$ cat src/rtl/uart_rx_buffered_pkg.sv
// Shared definitions for the buffered UART receiver: FSM encodings, baud divider
// derivation and small helpers used by the top level.
package uart_rx_buffered_pkg;

    localparam logic [2:0] ST_IDLE  = 3'd0;
    localparam logic [2:0] ST_START = 3'd1;
    localparam logic [2:0] ST_DATA  = 3'd2;
    localparam logic [2:0] ST_STOP  = 3'd3;
    localparam logic [2:0] ST_BREAK = 3'd4;

    typedef struct packed {
        logic frame_err;
        logic overflow;
    } rx_err_t;

    function automatic int baud_div(input int clk_freq, input int baud);
        return clk_freq / baud;
    endfunction

    function automatic logic majority3(input logic [2:0] h);
        return (h[0] & h[1]) | (h[1] & h[2]) | (h[0] & h[2]);
    endfunction

endpackage

$ cat src/rtl/uart_rx_buffered_sync_fifo.sv
// Small synchronous FIFO with first-word-fall-through read; reports a dropped write
// when a push arrives while full and no pop frees a slot in the same cycle.
module sync_fifo #(
    parameter int  WIDTH = 8,
    parameter int  DEPTH = 4,
    localparam int AW    = $clog2(DEPTH),
    localparam int CW    = $clog2(DEPTH + 1)
) (
    input  logic             clk,
    input  logic             rst_n,
    input  logic             wr_en,
    input  logic [WIDTH-1:0] wr_data,
    input  logic             rd_en,
    output logic [WIDTH-1:0] rd_data,
    output logic             rd_valid,
    output logic [CW-1:0]    count,
    output logic             wr_drop
);

    localparam logic [CW-1:0] FULL = CW'(DEPTH);

    logic [WIDTH-1:0] mem [DEPTH];
    logic [AW-1:0]    wr_ptr;
    logic [AW-1:0]    rd_ptr;
    logic             push;
    logic             pop;

    // A pop in the same cycle frees the slot, so a full FIFO can still accept the write.
    always_comb begin
        pop     = rd_en && (count != '0);
        push    = wr_en && ((count != FULL) || pop);
        wr_drop = wr_en && !push;
    end

    assign rd_valid = (count != '0);
    assign rd_data  = mem[rd_ptr];

    always_ff @(posedge clk or negedge rst_n) begin
        if (!rst_n) begin
            wr_ptr <= '0;
            rd_ptr <= '0;
            count  <= '0;
            for (int i = 0; i < DEPTH; i++) begin
                mem[i] <= '0;
            end
        end else begin
            if (push) begin
                mem[wr_ptr] <= wr_data;
                wr_ptr      <= wr_ptr + AW'(1);
            end
            if (pop) begin
                rd_ptr <= rd_ptr + AW'(1);
            end
            if (push && !pop) begin
                count <= count + CW'(1);
            end else if (pop && !push) begin
                count <= count - CW'(1);
            end
        end
    end

endmodule

$ cat src/rtl/uart_rx_buffered.sv
// 8N1 UART receiver with input synchroniser, majority-vote sampling and a small
// FWFT byte FIFO so a stalled consumer does not lose bytes.
module uart_rx_buffered
    import uart_rx_buffered_pkg::*;
#(
    parameter int  CLK_FREQ   = 20_000_000,
    parameter int  BAUD       = 115200,
    parameter int  FIFO_DEPTH = 4,
    localparam int CW         = $clog2(FIFO_DEPTH + 1)
) (
    input  logic          clk,
    input  logic          rst_n,
    input  logic          rx,
    input  logic          rd_en,
    output logic [7:0]    rd_data,
    output logic          rd_valid,
    output logic [CW-1:0] fifo_count,
    output logic          frame_err,
    output logic          overflow
);

    localparam int BAUD_DIV = baud_div(CLK_FREQ, BAUD);
    localparam int CNT_W    = $clog2(BAUD_DIV);
    localparam logic [CNT_W-1:0] CNT_LAST = CNT_W'(BAUD_DIV - 1);
    localparam logic [CNT_W-1:0] CNT_HALF = CNT_W'(BAUD_DIV / 2 - 1);

    logic             rx_meta;
    logic             rx_s;
    logic [2:0]       hist;
    logic             vote;
    logic [2:0]       state;
    logic [CNT_W-1:0] cnt;
    logic [2:0]       bit_idx;
    logic [7:0]       shreg;
    logic             half_tick;
    logic             bit_tick;
    logic             stop_good;
    logic             stop_bad;
    logic             drop;
    rx_err_t          err;

    always_ff @(posedge clk or negedge rst_n) begin
        if (!rst_n) begin
            rx_meta <= 1'b1;
            rx_s    <= 1'b1;
            hist    <= 3'b111;
        end else begin
            rx_meta <= rx;
            rx_s    <= rx_meta;
            hist    <= {hist[1:0], rx_s};
        end
    end

    always_comb begin
        vote      = majority3(hist);
        half_tick = (cnt == CNT_HALF);
        bit_tick  = (cnt == CNT_LAST);
        stop_good = (state == ST_STOP) && bit_tick && vote;
        stop_bad  = (state == ST_STOP) && bit_tick && !vote;
    end

    always_ff @(posedge clk or negedge rst_n) begin
        if (!rst_n) begin
            state   <= ST_IDLE;
            cnt     <= '0;
            bit_idx <= '0;
        end else begin
            case (state)
                ST_IDLE: begin
                    cnt <= '0;
                    if (!rx_s) begin
                        state <= ST_START;
                    end
                end
                // Start bit is confirmed half a bit in; a short low pulse is a glitch.
                ST_START: begin
                    if (half_tick) begin
                        cnt     <= '0;
                        bit_idx <= '0;
                        state   <= vote ? ST_IDLE : ST_DATA;
                    end else begin
                        cnt <= cnt + CNT_W'(1);
                    end
                end
                ST_DATA: begin
                    if (bit_tick) begin
                        cnt     <= '0;
                        bit_idx <= bit_idx + 3'd1;
                        if (bit_idx == 3'd7) begin
                            state <= ST_STOP;
                        end
                    end else begin
                        cnt <= cnt + CNT_W'(1);
                    end
                end
                ST_STOP: begin
                    if (bit_tick) begin
                        cnt   <= '0;
                        state <= vote ? ST_IDLE : ST_BREAK;
                    end else begin
                        cnt <= cnt + CNT_W'(1);
                    end
                end
                // A held-low line must return high before a new start bit is trusted.
                ST_BREAK: begin
                    cnt <= '0;
                    if (rx_s) begin
                        state <= ST_IDLE;
                    end
                end
                default: begin
                    cnt   <= '0;
                    state <= ST_IDLE;
                end
            endcase
        end
    end

    always_ff @(posedge clk) begin
        if ((state == ST_DATA) && bit_tick) begin
            shreg <= {vote, shreg[7:1]};
        end
    end

    always_ff @(posedge clk or negedge rst_n) begin
        if (!rst_n) begin
            err <= '0;
        end else begin
            err <= '{frame_err: stop_bad, overflow: drop};
        end
    end

    assign frame_err = err.frame_err;
    assign overflow  = err.overflow;

    sync_fifo #(
        .WIDTH (8),
        .DEPTH (FIFO_DEPTH)
    ) u_fifo (
        .clk      (clk),
        .rst_n    (rst_n),
        .wr_en    (stop_good),
        .wr_data  (shreg),
        .rd_en    (rd_en),
        .rd_data  (rd_data),
        .rd_valid (rd_valid),
        .count    (fifo_count),
        .wr_drop  (drop)
    );

endmodule

$ cat config.mk
export PLATFORM = sky130hd
export DESIGN_NAME = uart_rx_buffered
export DESIGN_NICKNAME = d
export VERILOG_FILES = /design/src/rtl/uart_rx_buffered_pkg.sv /design/src/rtl/uart_rx_buffered_sync_fifo.sv /design/src/rtl/uart_rx_buffered.sv
export SDC_FILE = /design/constraint.sdc
export NUM_CORES = 1
export LEC_CHECK = 0
export CAP_MARGIN = 20
export CORE_MARGIN = 2
export CORE_UTILIZATION = 57
export CTS_CLUSTER_SIZE = 10
export DETAILED_ROUTE_END_ITERATION = 10
export DONT_BUFFER_PORTS = 1
export PLACE_DENSITY_LB_ADDON = 0.2
export SYNTH_ARGS = -nofsm -noshare
export SYNTH_HDL_FRONTEND = slang
export SYNTH_SLANG_ARGS = --single-unit
$ cat constraint.sdc
create_clock -name clk -period 4.39 [get_ports clk]
set_clock_uncertainty 0.05 [all_clocks]
set_input_delay 1.317 -clock clk [delete_from_list [all_inputs] [get_ports clk]]
set_output_delay 1.317 -clock clk [all_outputs]
set_load 0.01 [all_outputs]
==> out/metrics.yaml <==
grt_pass1_wl_mm: 9.211
synth_seq_cells: 68
ctsHoldBuffers: 0
first_iter_violations: 96
synthCells: 202
clock_path_buffers: 2
synth_top_family_by_area: "multiplexers"
hold_path_depth: 0
synth_edf_count: 8
drive_gt1_share_pct: 34.27
maxSlewViolCount: 0
dp_slack_ns: 0.9345
status: "finished clean"
first_pass_iters: 4
grt_max_degree: 61
synth.area.top_cells: "dfrtp_1, mux2_4, edfxtp_1, mux4_2, dfstp_2"
gp_congestion: 0.7860
grt_antenna_before_repair: 0
synth_most_common_cell: "dfrtp_1"
path_class: "flip-flop to output port"
synth_nets: 217
min_to: "rx_s"
drv_cap: 0
p_seq_share_pct: 56.2
num_vias: 1620
ant_nets: 0
switching_share_pct: 21.12
p_leak_nw: 1.614
ys.flop_type: "dfrtp_1"
reg2reg_depth: 11
antenna_cells: 0
dpl_cell_area_um2: 3228
powerDensity_nw_per_um2: 333.7
clock_power_share_pct: 43.4
die-area_um2: 6152
num_io_pins: 18
cts-root-buf: "clkbuf_8"
min_period_ns: 3.117
post_cts.repair.setup_buffers: 0
grt_overflow: 0
cp_top_family: "flip-flops"
clock_latency_ns: 0.33
chipWidth_um: 78.44
wl_per_cell_um: 18.87
die_h_um: 78.44
fin_nets: 223
maxSlewHeadroom_pct: 56.11
synth_common_cells: "dfrtp_1, mux2_4, nor2_1"
p_int_mw: 0.9001
area_delta_synth_final_pct: 8.281
crit_arrival_ns: 1.75
r2r_slack_ns: 1.54
place_inst: 269
routed_wl_mm: 5.377
setup_viol: 0
ir_drop_uv: 222.8
yosysTopAreaCellShare_pct: 43.58
cp_slowest_stage_delay_ns: 0.77
grt_util_all_layers_pct: 20.12
setup_slack_ns: 1.273
cp-end-kind: "output port"
max_freq_mhz: 320.9
io_buffers: 0
power_switching_mw: 0.2410
cts_tree: "yes"
fp-row-count: 27
slowest_stage: "dfrtp_1"
tightest_slew_ns: 0.6583
r2r_end: "u_fifo.count[2]"
viasPerCell: 5.684
final_area_um2: 3420
crit_fanout: 10
crit_chain: "mux4_2"
fin_crit_sh_pct: 70.99
route.detailed.drc: 0
hp-class: "flip-flop to flip-flop"
core_area_um2: 5439
synth_mux_area_share_pct: 21.63
synth_compound_area_share_pct: 2.139
initial_core_util_pct: 58.06
numCtsBuffers: 9
clock_sinks: 68
rsz0062_at_grt: "false"
synth_xor_area_share_pct: 3.328
synth.distinct_cells: 44
grt_pass1_vias: 1772
synthAdderAreaFrac_pct: 4.913
seq_area_frac_synth_pct: 55.35
r2r_start: "cnt[0]"
finalSetupTns_ns: 0
syn_area_um2: 3158
startpoint_type: "flip-flop"
layout.cells.non_filler: 285
synth_top_area_cell: "dfrtp_1"
worstHoldStart: "rx_meta"
required_ns: 3.02
htree_levels: 3
ys_async_sr_fraction_pct: 88.24
cts_resized: 0
comb_power_share_pct: 0.5
crit_buf_inv: 0
hold_viol: 0
dp_hpwl_mm: 3.638
syn_avg_cell_area_um2: 15.63
synthSimpleGateAreaFrac_pct: 11.05
path_clk_slew_ns: 0.07
yosys_warnings: 0
-- kinds of logic after synthesis --
family                     count (synthesis)
AOI/OAI and AO/OA                         10
xor gates and xnor gates                  12
adders and majority gates                 12
buffers and inverters                     12
DFF                                       68
muxes                                     42
and+or+nand+nor                           46
-- through the flow --
stage	total power, mW	hold slack [ns]	utilization, %
6_report	1.141	0.3105	62.87
5_1_grt	1.184	0.3160	62.87
4_1_cts	1.152	0.3116	62.87
3_5_place_dp	0.6587	0.3014	59.35
3_3_place_gp	0.6581	0.2955	59.35
2_1_floorplan	0.6577	0.2952	-
-- layout by cell type (no fill, tap or decap), drive strengths merged, types with 4 or more instances in the layout --
master / count
dfrtp: 55
clkbuf: 9
dfstp: 5
xnor2: 5
mux2: 34
clkinv: 4
nor2: 11
edfxtp: 8
ha: 10
mux4: 8
inv: 6
xor2: 7
nand3: 13
-- flip-flops by register name, indices dropped and copies added, names as in the netlist --
register,cells
u_fifo.rd_ptr,2
state,3
rx_meta,1
cnt,8
u_fifo.mem,32
bit_idx,3
hist,3
frame_err,1
shreg,8
u_fifo.wr_ptr,2
rx_s,1
overflow,1
u_fifo.count,3
-- metal layers --
metal / wire length, um / share of wire, % / vias to the layer above / global-route usage, %
li1: - / - / 736 / -
met1: 2327 / 43 / 857 / 25.36
met2: 2852 / 53 / 22 / 33.45
met3: 148 / 2.8 / 5 / 5.977
met4: 48 / 0.89 / 0 / 6.842
met5: 0 / 0 / - / 0
-- how the worst max path moves through the flow --
| stage | slack (ns) | from | cells past startpoint | end |
|---|---|---|---|---|
| global placement | 0.98 | rd_en | 7 | u_fifo.count[1] |
| finish | 1.27 | u_fifo.rd_ptr[0] | 1 | rd_data[7] |
| CTS | 1.23 | u_fifo.rd_ptr[0] | 1 | rd_data[7] |
| floorplan | 1.02 | rd_en | 8 | u_fifo.count[1] |
| global route | 1.17 | u_fifo.rd_ptr[0] | 1 | rd_data[7] |
| detailed placement | 0.93 | rd_en | 7 | u_fifo.count[1] |
-- area by class of cell --
type	count	area (um2)
sequential	68	1748
inverter	6	22.52
clock buffer	9	123.9
tap	72	90.09
clock inverter	7	67.56
timing repair buffer	1	7.507
multi-input combinational	122	1360
fill	393	2019
-- power groups by stage --
stage	clock, mW	sequential, mW	combinational, mW
detailed placement	0	0.653	0.00555
global route	0.537	0.641	0.00595
global placement	0	0.653	0.00522
floorplan	0	0.653	0.00505
CTS	0.506	0.641	0.00560
finish	0.495	0.641	0.00555
(Power assumes the default switching activity.)
